===== src/rtl/m2_tx_sched.sv =====
//==============================================================================
// Module   : m2_tx_sched
// Purpose  : Two-source byte scheduler feeding the M2 encoder with command
//            priority bounded by a picture burst limit and a post-read guard.
// Revision : 1.0 - initial release
//==============================================================================
`default_nettype none
`timescale 1ns/1ps

module m2_tx_sched #(
   parameter logic [7:0] PIC_BURST = 8'd16,
   parameter logic [3:0] GUARD     = 4'd4
) (
   input  logic       clock_41p766k,
   input  logic       Rst,
   input  logic       cmd_empty,
   input  logic [7:0] cmd_data,
   output logic       cmd_rd_en,
   input  logic       pic_empty,
   input  logic [7:0] pic_data,
   output logic       pic_rd_en,
   input  logic       enc_rd_en,
   output logic       enc_empty,
   output logic [7:0] enc_data,
   output logic       enc_src,
   output logic       rd_err
);

   localparam logic [7:0] c_BURST_SAT = 8'hFF;

   typedef enum logic [2:0] {
      IDLE       = 3'd0,
      ARB        = 3'd1,
      FETCH      = 3'd2,
      CAPTURE    = 3'd3,
      HOLD       = 3'd4,
      GUARD_WAIT = 3'd5
   } state_t;

   state_t     r_state;
   state_t     w_next_state;
   logic       r_sel_src;
   logic [7:0] r_burst_cnt;
   logic [3:0] r_guard_cnt;
   logic       w_grant_cmd;
   logic       w_grant_pic;
   logic       w_guard_done;

   // Command wins when the picture burst is exhausted, has not started, or pictures are absent.
   assign w_grant_cmd  = (r_state == ARB) && !cmd_empty &&
                         ((r_burst_cnt >= PIC_BURST) || (r_burst_cnt == 8'd0) || pic_empty);
   assign w_grant_pic  = (r_state == ARB) && !w_grant_cmd && !pic_empty;
   assign w_guard_done = ({1'b0, r_guard_cnt} + 5'd1) >= {1'b0, GUARD};

   always_ff @(posedge clock_41p766k or negedge Rst) begin
      if (!Rst) begin
         r_state <= IDLE;
      end else begin
         r_state <= w_next_state;
      end
   end

   always_comb begin
      w_next_state = r_state;
      cmd_rd_en    = 1'b0;
      pic_rd_en    = 1'b0;
      case (r_state)
         IDLE: begin
            if (!cmd_empty || !pic_empty) begin
               w_next_state = ARB;
            end
         end
         ARB: begin
            if (w_grant_cmd || w_grant_pic) begin
               w_next_state = FETCH;
            end else begin
               w_next_state = IDLE;
            end
         end
         FETCH: begin
            cmd_rd_en    = r_sel_src;
            pic_rd_en    = !r_sel_src;
            w_next_state = CAPTURE;
         end
         CAPTURE: begin
            w_next_state = HOLD;
         end
         HOLD: begin
            if (enc_rd_en) begin
               w_next_state = GUARD_WAIT;
            end
         end
         GUARD_WAIT: begin
            if (w_guard_done) begin
               w_next_state = ARB;
            end
         end
         default: begin
            w_next_state = IDLE;
         end
      endcase
   end

   always_ff @(posedge clock_41p766k or negedge Rst) begin
      if (!Rst) begin
         r_sel_src   <= 1'b0;
         r_burst_cnt <= 8'd0;
         r_guard_cnt <= 4'd0;
         enc_empty   <= 1'b1;
         enc_data    <= 8'h00;
         enc_src     <= 1'b0;
         rd_err      <= 1'b0;
      end else begin
         if (r_state == ARB) begin
            if (w_grant_cmd) begin
               r_sel_src   <= 1'b1;
               r_burst_cnt <= 8'd0;
            end else if (w_grant_pic) begin
               r_sel_src   <= 1'b0;
               r_burst_cnt <= (r_burst_cnt == c_BURST_SAT) ? c_BURST_SAT : r_burst_cnt + 8'd1;
            end
            if (pic_empty) begin
               r_burst_cnt <= 8'd0;
            end
         end

         if (r_state == CAPTURE) begin
            enc_data  <= r_sel_src ? cmd_data : pic_data;
            enc_src   <= r_sel_src;
            enc_empty <= 1'b0;
         end

         if ((r_state == HOLD) && enc_rd_en) begin
            enc_empty   <= 1'b1;
            r_guard_cnt <= 4'd0;
         end else if (r_state == GUARD_WAIT) begin
            r_guard_cnt <= r_guard_cnt + 4'd1;
         end

         // A read outside HOLD (including the CAPTURE cycle) is a protocol error.
         if (enc_rd_en && (r_state != HOLD)) begin
            rd_err <= 1'b1;
         end
      end
   end

endmodule

`default_nettype wire

===== config.mk =====
export PLATFORM = sky130hd
export DESIGN_NAME = m2_tx_sched
export DESIGN_NICKNAME = d
export VERILOG_FILES = /design/src/rtl/m2_tx_sched.sv
export SDC_FILE = /design/constraint.sdc
export NUM_CORES = 1
export LEC_CHECK = 0
export BUFFER_PORTS_ARGS = -buffer_cell sky130_fd_sc_hd__buf_4
export CAP_MARGIN = 15
export CELL_PAD_IN_SITES_DETAIL_PLACEMENT = 0
export CELL_PAD_IN_SITES_GLOBAL_PLACEMENT = 1
export CORE_MARGIN = 1
export CORE_UTILIZATION = 39
export DETAILED_ROUTE_END_ITERATION = 10
export MAX_ROUTING_LAYER = met4
export PLACE_DENSITY = 0.73
export SYNTH_ARGS = -nofsm -noshare
export SYNTH_HDL_FRONTEND = slang
export SYNTH_SLANG_ARGS = --single-unit

===== constraint.sdc =====
create_clock -name clock_41p766k -period 2.1 [get_ports clock_41p766k]
set_input_delay 0.315 -clock clock_41p766k [delete_from_list [all_inputs] [get_ports clock_41p766k]]
set_output_delay 0.315 -clock clock_41p766k [all_outputs]
set_load 0.02 [all_outputs]

==> impl_results.md <==
* Setup TNS at 0 ns
* Global Route Usage Sum at 17.8%
* Fin Clk Skew at 0.0111 ns
* Power share of the combinational group at 43.8%
* Syn Inst Count at 146
* First-pass GRT wire length at 5.37 mm
* Final Setup Violations at 0
* Clock transition at the registers of the reported paths at 0.13 ns
* CTS max path bufs at 2
* Antenna Nets Post-Route at 0
* Post-synth top flop: dfrtp_1
* Distinct cells, synth at 39
* Worst path cell trace: or4_4 -> a211oi_4 -> o21ai_1 -> a21oi_1
* RSZ-0062 raised after global routing: false
* Worst slew pin tran at 0.660 ns
* RePlAce Congestion at 0.839
* WP data arrival at 2.06 ns
* Vias in the first global route at 1176
* Slew Limit Headroom at 55.5%
* Drt total wl at 3.04 mm
* Wire per inst at 13.6 um
* Antenna Cells at 0
* Starting Density at 41.4%
* Ports at 34
* Final min period at 1.81 ns
* Asr flop ratio synth at 100%
* Post-placement setup slack at 0.326 ns
* Die Area at 3870 sq um
* CTS Sinks at 27
* Final Cell Area at 1730 sq um
* Post-synthesis instance area at 1420 sq um
* # Max-Cap Violations at 0
* Yosys warnings at 0
* Peak per-stage delay on the critical path at 0.57 ns
* R2R depth at 4
* Top cell type's share of synthesized area at 46.0%
* Crit path max fanout at 8
* Die Ht at 62.2 um
* VDD IR max at 0.515 mV
* Hpwl dp at 2.19 mm
* Final WS setup at 0.286 ns
* Core Box Area at 3420 sq um
* Power Density at 1170 nW/um^2
* P&R area growth vs syn at 22.4%
* Most instantiated cells after synthesis: dfrtp_1 (26), o21ai_0 (16), nand2_1 (14)
* Average via count per standard cell at 5.38
* CP delay by family, top: compound AO/OA/AOI/OAI gates
* Nets@finish at 204
* Cts bufs inserted at 3
* Layout filler cell count at 322
* Clk_lat worst skew at 0.32 ns
* Synth area leader: dfrtp_1
* Post-synth net total at 171
* Largest net degree at the start of global routing at 28
* CP max stage cell: or4_4
* Status: completed
* Instance count on the critical path at 4
* FMAX at 551 MHz
* WHS Path Cells at 2
* Worst setup SP type: flop
* Num rows at 21
* Ranking of synthesized cells by area: dfrtp_1 (46%), mux2i_1 (5.7%), o21ai_0 (5.7%)
* Root buf cell: clkbuf_4
* Initial antenna violation count at 0
* Setup crit end kind: flop
* Number of buffers and inverters on the critical path at 0
* DRC at 0
* Hold Fails Final Rpt at 0
* Most common cell in the netlist: dfrtp_1
* Mapped Avg Cell Area at 9.69 sq um
* Clk pwr share at 10.9%
* Switch Pwr at 0.845 mW
* Hold Crit Class: in -> reg
* TritonCTS clock tree: built
* Detailed-router iteration count before antenna repair at 5
* Number of flops mapped to enable cells by yosys at 0
* Layout cell share with drive strength beyond 1 at 25.3%
* Routed vias at 1205
* Reg power frac at 45.3%
* Starting DRT DRC Count at 45
* Final period util at 86.4%
* I/O Buffers at 33
* Leakage at 0.796 nW
* CTS H-tree lvls at 1
* #FFs+latches synth at 27
* Sequential-to-total area share from yosys stat at 47.8%
* Int Pwr at 1.18 mW
* Area after DPL at 1690 sq um
* Die W at 62.2 um
* Setup CP Type: reg -> reg
* Switching portion of total power at 41.7%
* GRT Residual Overflow at 0
* Slew Limit Fails at 0
* CP Data Required Time at 2.35 ns
[what timing repair did]
item | in CTS | in global routing
buffers inserted | 0 | 0
gates resized for setup | 0 | 0
setup endpoints to repair | 0 | 0
hold buffers | 1 | 0
hold endpoints to repair | 26 | 0
[power by group through the flow]
stage / Clock (mW) / Combinational [mW] / Sequential [mW]
after global routing: 0.267 / 0.997 / 0.952
final: 0.221 / 0.888 / 0.918
after CTS: 0.236 / 0.900 / 0.918
after global placement: 0 / 0.873 / 0.918
after floorplan: 0 / 0.578 / 0.928
after detailed placement: 0 / 0.897 / 0.931
[path summary, 6_finish.rpt]
path	start	to	slack, ns
max	r_burst_cnt[7]$_DFFE_PN0P_	r_burst_cnt[6]$_DFFE_PN0P_	0.29
min	cmd_empty	r_sel_src$_DFFE_PN0P_	0.21
max reg2reg	r_burst_cnt[7]$_DFFE_PN0P_	r_burst_cnt[6]$_DFFE_PN0P_	0.29
min reg2reg	rd_err$_DFFE_PN0P_	rd_err$_DFFE_PN0P_	0.49
max in group asynchronous	Rst	enc_empty$_DFFE_PN1P_	1.38
min in group asynchronous	Rst	r_guard_cnt[2]$_DFFE_PN0P_	0.42
[metrics by stage]
stage / hold slack, ns / power (mW) / instances / utilization [%]
floorplan: 0.0194 / 1.51 / 146 / -
global placement: 0.250 / 1.79 / 219 / 49.6
detailed placement: 0.248 / 1.83 / 219 / 49.6
CTS: 0.191 / 2.05 / 224 / 50.7
global route: 0.172 / 2.22 / 224 / 50.7
finish: 0.211 / 2.03 / 224 / 50.7
[layout make-up]
| type | instances | area, sq um | share of cell area, % |
|---|---|---|---|
| Clock buffer | 3 | 22.5 | 1.30 |
| Clock inverter | 1 | 5.00 | 0.289 |
| Inverter | 6 | 22.5 | 1.30 |
| Multi-Input combinational cell | 106 | 682 | 39.4 |
| Sequential cell | 27 | 677 | 39.1 |
| Tap cell | 46 | 57.6 | 3.32 |
| Timing Repair Buffer | 35 | 265 | 15.3 |
[worst reg2reg max path, stage by stage (launching register included)]
cell and delay, ns:
dfrtp_1 0.45, or4_4 0.58, a211oi_4 0.42, o21ai_1 0.14, a21oi_1 0.16
[sequential cells by signal, indices dropped and copies added, names as in the netlist]
name         flops
enc_data         8
r_burst_cnt      8
r_guard_cnt      4
r_state          3
enc_empty        1
enc_src          1
r_sel_src        1
rd_err           1
[placed cells by master, fill, tap and decap left out, drive strengths merged, types with 3 or more instances in the layout]
cell	n
nand3	4
clkbuf	3
nor2	6
o21ai	22
buf	34
dfrtp	26
o31ai	3
a31oi	4
mux2i	8
nand2b	3
nand2	14
nor3	3
a21oi	11
inv	6
ha	4
[metal layers]
layer / share of wire, % / vias to the layer above / track usage (%)
li1: - / 597 / -
met4: 0.56 / 0 / 4.36
met1: 45 / 578 / 21.5
met5: 0 / - / -
met2: 49 / 28 / 30.2
met3: 5.3 / 2 / 3.68
[cells by family after synthesis]
logic type      share of synthesized area [%]
buf+inv                                  3.98
mux                                      6.45
simple gates                             16.6
compound gates                           21.6
flops                                    47.8
fa+ha+maj                                3.54
Power figures use the tool's default switching activity.
